--- config.mk ---
export PLATFORM = sky130hd
export DESIGN_NAME = hex_display_multi
export DESIGN_NICKNAME = d
export VERILOG_FILES = /design/src/rtl/hex_display_multi.sv
export SDC_FILE = /design/constraint.sdc
export NUM_CORES = 1
export LEC_CHECK = 0
export ABC_AREA = 1
export CORE_UTILIZATION = 30
export CTS_CLUSTER_SIZE = 40
export DETAILED_ROUTE_END_ITERATION = 6
export SLEW_MARGIN = 10
export SYNTH_ARGS = -nofsm -noshare
export SYNTH_HDL_FRONTEND = slang
export SYNTH_SLANG_ARGS = --single-unit
--- constraint.sdc ---
create_clock -name CLOCK_50 -period 6.3 [get_ports CLOCK_50]
set_input_delay 1.26 -clock CLOCK_50 [delete_from_list [all_inputs] [get_ports CLOCK_50]]
set_output_delay 1.26 -clock CLOCK_50 [all_outputs]
set_load 0.05 [all_outputs]
--- src/rtl/hex_display_multi.sv ---
// Multi-digit seven-segment display driver.
// Captures a binary value on a load strobe and renders it either as hex or
// as decimal (sequential double-dabble conversion, one bit per clock).
// Provides leading-zero blanking, an overflow dash display and a busy/done
// handshake. Segments are active-low: bit0 = a .. bit6 = g.
module hex_display_multi #(
    parameter int DIGITS = 6,   // number of digits driven, 1..8
    parameter int WIDTH  = 20   // width of the binary input, 1..32
) (
    input  logic                  CLOCK_50,
    input  logic                  reset,
    input  logic [WIDTH-1:0]      value,
    input  logic                  load,
    input  logic                  mode,
    input  logic                  blank_lz,
    output logic [7*DIGITS-1:0]   HEX,
    output logic                  busy,
    output logic                  done,
    output logic                  overflow
);

    localparam int BW = 4 * DIGITS;                    // BCD / nibble field width
    localparam int PW = (WIDTH > BW) ? WIDTH : BW;     // value padded to cover every digit
    localparam int CW = $clog2(WIDTH + 1);             // shift counter width

    localparam logic [6:0] SEG_BLANK = 7'h7F;
    localparam logic [6:0] SEG_DASH  = 7'h3F;

    typedef enum logic [1:0] {
        IDLE,
        SHIFT,
        UPDATE
    } state_t;

    // Largest decimal value that fits in DIGITS digits; 34 bits so that
    // 10^8 - 1 is held without truncation.
    function automatic logic [33:0] dec_limit(input int n);
        logic [33:0] p;
        p = 34'd1;
        for (int i = 0; i < n; i++) begin
            p = p * 34'd10;
        end
        return p - 34'd1;
    endfunction

    localparam logic [33:0] DEC_MAX = dec_limit(DIGITS);

    // Nibble to active-low segment pattern.
    function automatic logic [6:0] seg7(input logic [3:0] nib);
        case (nib)
            4'h0: seg7 = 7'h40;
            4'h1: seg7 = 7'h79;
            4'h2: seg7 = 7'h24;
            4'h3: seg7 = 7'h30;
            4'h4: seg7 = 7'h19;
            4'h5: seg7 = 7'h12;
            4'h6: seg7 = 7'h02;
            4'h7: seg7 = 7'h78;
            4'h8: seg7 = 7'h00;
            4'h9: seg7 = 7'h10;
            4'hA: seg7 = 7'h08;
            4'hB: seg7 = 7'h03;
            4'hC: seg7 = 7'h46;
            4'hD: seg7 = 7'h21;
            4'hE: seg7 = 7'h06;
            default: seg7 = 7'h0E;
        endcase
    endfunction

    state_t             state, state_next;
    logic               capture, shift_en, update_en;

    logic [WIDTH-1:0]   val_q;
    logic               mode_q;
    logic               blz_q;
    logic               ovf_q;
    logic [BW-1:0]      bcd;
    logic [BW-1:0]      bcd_adj;
    logic [WIDTH-1:0]   shift_reg;
    logic [CW-1:0]      cnt;

    logic               ovf_in;
    logic [PW-1:0]      val_ext;
    logic [7*DIGITS-1:0] hex_next;

    // Overflow flag computed from the incoming value at capture time.
    assign ovf_in = mode ? (34'(value) > DEC_MAX)
                         : ((34'(value) >> BW) != 34'd0);

    assign val_ext = PW'(val_q);

    // State register.
    // NOTE: sequential state uses non-blocking assignments so every register
    // samples pre-edge values and simulation matches the synthesised flops.
    always_ff @(posedge CLOCK_50) begin
        if (reset) begin
            state <= IDLE;
        end else begin
            state <= state_next;
        end
    end

    // Next-state logic.
    // NOTE: the default assignment at the top of each always_comb keeps every
    // path assigned, so no latch is inferred.
    always_comb begin
        state_next = state;
        case (state)
            IDLE:    if (load) state_next = mode ? SHIFT : UPDATE;
            SHIFT:   if (cnt == CW'(1)) state_next = UPDATE;
            UPDATE:  state_next = IDLE;
            default: state_next = IDLE;
        endcase
    end

    // FSM outputs: datapath strobes and busy.
    always_comb begin
        capture   = (state == IDLE) && load;
        shift_en  = (state == SHIFT);
        update_en = (state == UPDATE);
        busy      = (state != IDLE);
    end

    // Double-dabble correction: add 3 to every BCD digit that is 5 or more.
    always_comb begin
        bcd_adj = bcd;
        for (int k = 0; k < DIGITS; k++) begin
            if (bcd[4*k +: 4] >= 4'd5) begin
                bcd_adj[4*k +: 4] = bcd[4*k +: 4] + 4'd3;
            end
        end
    end

    // Operand capture and the serial binary-to-BCD shifter.
    // NOTE: these datapath registers are plain flops, so they are reset along
    // with the FSM; a stale value can never reach the display after reset.
    always_ff @(posedge CLOCK_50) begin
        if (reset) begin
            val_q     <= '0;
            mode_q    <= 1'b0;
            blz_q     <= 1'b0;
            ovf_q     <= 1'b0;
            bcd       <= '0;
            shift_reg <= '0;
            cnt       <= '0;
        end else if (capture) begin
            val_q     <= value;
            mode_q    <= mode;
            blz_q     <= blank_lz;
            ovf_q     <= ovf_in;
            bcd       <= '0;
            shift_reg <= value;
            cnt       <= CW'(WIDTH);
        end else if (shift_en) begin
            bcd       <= {bcd_adj[BW-2:0], shift_reg[WIDTH-1]};
            shift_reg <= shift_reg << 1;
            cnt       <= cnt - CW'(1);
        end
    end

    // Segment image for the captured value: dashes on overflow, otherwise
    // hex or BCD digits with optional blanking above the top nonzero digit.
    always_comb begin : build_hex
        logic [3:0] nib;
        logic       seen;
        hex_next = '0;
        nib      = '0;
        seen     = 1'b0;
        for (int k = DIGITS - 1; k >= 0; k--) begin
            nib = mode_q ? bcd[4*k +: 4] : val_ext[4*k +: 4];
            if (nib != 4'd0) begin
                seen = 1'b1;
            end
            if (ovf_q) begin
                hex_next[7*k +: 7] = SEG_DASH;
            end else if (blz_q && !seen && (k != 0)) begin
                hex_next[7*k +: 7] = SEG_BLANK;
            end else begin
                hex_next[7*k +: 7] = seg7(nib);
            end
        end
    end

    // Registered display outputs; only UPDATE changes what is shown.
    always_ff @(posedge CLOCK_50) begin
        if (reset) begin
            HEX      <= {DIGITS{SEG_BLANK}};
            done     <= 1'b0;
            overflow <= 1'b0;
        end else begin
            done <= update_en;
            if (update_en) begin
                HEX      <= hex_next;
                overflow <= ovf_q;
            end
        end
    end

endmodule

==> results.cfg <==
[route]
dr.pass1.iters = 5
drt_iter0_markers = 429
num_vias = 6419
via_per_inst = 4.79
antenna_left = 0
wl_per_cell_um = 13.2
wirelength_um = 17700
drcViolationCount = 0

[synth]
synth_top_area_frac = 0.351
postSynthAreaPerCell_um2 = 6.78
synth_area_leaders = dfxtp_1, nand2_1, ha_1, nand3_1, inv_1
synth_top_cell_by_area = dfxtp_1
synth_nets = 1069
syn_inst = 994
synth_top_family_by_area = simple AND/OR/NAND/NOR gates
yosysWarnings = 0
synth_cell_types = 31
ys_seq_area_frac = 0.351
synth_compound_area_frac = 0.155
synthXorXnorAreaFrac = 0.00910
ys_seq_elements = 118
synthAdderAreaFrac = 0.0929
syn-cell-area_mm2 = 0.00674
synthMuxAreaShare = 0
yosys.area_share.simple = 0.305

[sta]
setup_viol = 0
finalSetupTns_ns = 0
timing.fmax_ghz = 0.251
period_needed_ns = 3.98
slew_headroom = 0.216
fin_ws_ns = 2.32
finalCritPeriodShare = 0.632
slew_viol_final = 0
final_hold_viol_count = 0
tightest_slew_ns = 1.17
finalHoldWorstSlack_ns = 0.453
clock_skew_ns = 0.0136
rsz0062_at_grt = false

[final_layout]
post-route-cell-area_mm2 = 0.00822
utilization = 0.376
largest_register_ffs = 42
final_nets = 1122
diodes = 0
instances_no_fill = 1339
area_growth_pct = 22.1
n_fill_cell = 2364
largest-register = HEX
top_regs = HEX (42), bcd (24)
drive_above_1_share = 0.0623

[placed_design]
place.gp.congestion = 0.899
dp.cells = 1308
dp_hpwl_um = 12400
place_area_mm2 = 0.00765
pre_cts_slack_ns = 1.88
port-buffer-count = 69

[hold_path]
hp-class = register to register
holdPathEnd = val_q[13]
holdPathStages = 2
min_from = val_q[13]

[setup_path]
worstPathCellList = clkdlybuf4s50_1 > nand3_1 > inv_1 > nor2_2 > inv_2 > a21oi_1 > o21ai_0 > inv_1
worstReg2RegEnd = bcd[5]
cpMaxStageDelayCell = nor2_2
reg2reg_depth = 8
cpMostUsedCell = inv_1
crit_family = buffers and inverters
cp-end-kind = register
cp.arrival_ns = 4.34
crit_buf_inv = 4
critPathRequiredTime_ns = 6.66
critical_path.max_stage_delay_ns = 0.67
worstSetupPathType = input pin to register
critPathMaxFanout = 36
worst_setup_path_start_kind = input pin
reg2reg_slack_ns = 3.12
timing.rr.start = state[0]

[job]
drv_cap = 0

[pwr]
powerDensity_mw_per_mm2 = 280
total_power_mw = 2.30
leakage_nw = 3.66
vdd_drop_max_mv = 0.183

[grt]
grt_pass1_wl_um = 29500
grt_overflow = 0
antenna_found_initial = 1
grt_pass1_vias = 5784
grt_usage = 0.157
grt_max_degree = 56

[cts]
cts_buffer_depth = 2
cts_buffers = 17
htree_levels = 4
ctsResizeCount = 0
cts.clk_slew.worst_paths_ns = 0.05
tritoncts = yes
worstSkewPairLatency_ns = 0.42
cts.hold.buffers_added = 0
clock_sinks = 118
clockRootBuffer = clkbuf_16
cts_setup_buffers = 0

[die]
rows = 54
io_pins = 70
coreArea_mm2 = 0.0219
dieArea_mm2 = 0.0231
initial_core_util = 0.308
die_w_um = 152
die_y_um = 152

[status]
outcome = completed
-- layout make-up --
| class | instances | area [µm²] | share of cell area |
|---|---|---|---|
| Clock inverter | 7 | 70.1 | 0.00852 |
| Sequential cell | 118 | 2360 | 0.287 |
| Multi-Input combinational cell | 724 | 3780 | 0.460 |
| Clock buffer | 24 | 502 | 0.0610 |
| Timing Repair Buffer | 75 | 736 | 0.0895 |
| Tap cell | 280 | 350 | 0.0426 |
| Inverter | 111 | 417 | 0.0507 |
-- placed cells by master (no fill, tap or decap), types with 2 or more instances in the layout --
master,instances
o22ai_1,4
clkinvlp_4,4
o21a_1,2
a31oi_1,8
nor2_2,4
o21ai_0,79
clkbuf_1,2
ha_1,50
xor2_1,7
inv_2,4
nor3_1,2
nand4_1,25
nand3_1,104
buf_4,6
clkinv_2,2
inv_1,107
o21ai_2,6
nand3b_1,3
clkbuf_8,5
or2_2,8
o21ai_1,16
nand2_1,275
clkbuf_16,17
nor2_1,43
nand2_2,6
dfxtp_1,118
clkdlybuf4s50_1,69
a21oi_1,65
o211ai_1,12
-- power breakdown --
| part | switching, mW | internal, mW | leakage (nW) |
|---|---|---|---|
| registers | 0.0324 | 0.806 | 0.966 |
| logic | 0.360 | 0.169 | 2.42 |
| clock network | 0.341 | 0.590 | 0.270 |
| total | 0.733 | 1.57 | 3.66 |
-- layer usage --
metal / GRT usage / share of wire / vias to the layer above
met4: 0.0424 / 0.0049 / 2
met3: 0.0374 / 0.055 / 13
li1: - / - / 3370
met5: 0 / 0.00090 / -
met1: 0.229 / 0.53 / 2857
met2: 0.228 / 0.41 / 177
-- cell families (layout without fill, tap and decap cells) --
family	count (synthesis)	after routing
AO/OA/AOI/OAI	193	193
XOR/XNOR	7	7
adder cells (fa/ha/maj)	50	50
buffers and inverters	152	217
flip-flops	118	118
AND/OR/NAND/NOR	474	474
-- cells in the mapped netlist --
library cell / n
a211oi_1: 1
a21oi_1: 65
a31oi_1: 8
buf_1: 5
buf_2: 5
buf_4: 4
clkbuf_1: 27
dfxtp_1: 118
ha_1: 50
inv_1: 107
inv_2: 4
nand2_1: 275
nand2_2: 6
nand3_1: 104
nand3_2: 1
nand3b_1: 3
nand4_1: 25
nand4_2: 1
nor2_1: 44
nor2_2: 3
nor2_4: 1
nor3_1: 2
nor4_1: 1
o211ai_1: 12
o21a_1: 2
o21ai_0: 79
o21ai_1: 16
o21ai_2: 6
o22ai_1: 4
or2_2: 8
xor2_1: 7
-- worst max path at each step --
stage | startpoint | endpoint | slack [ns] | depth (start not counted)
final | load | bcd[5] | 2.32 | 8
after global routing | load | bcd[21] | 2.00 | 8
after CTS | load | bcd[9] | 2.32 | 8
after detailed placement | load | bcd[9] | 1.88 | 8
after global placement | load | bcd[21] | 1.94 | 8
after floorplan | reset | shift_reg[12] | 4.06 | 5
-- worst min-delay path, stage by stage, from the launching register on --
cell and delay (ns):
dfxtp_1 0.31, nand2_1 0.06, nand2_1 0.04
No activity file was read; power rests on OpenSTA's default activity.
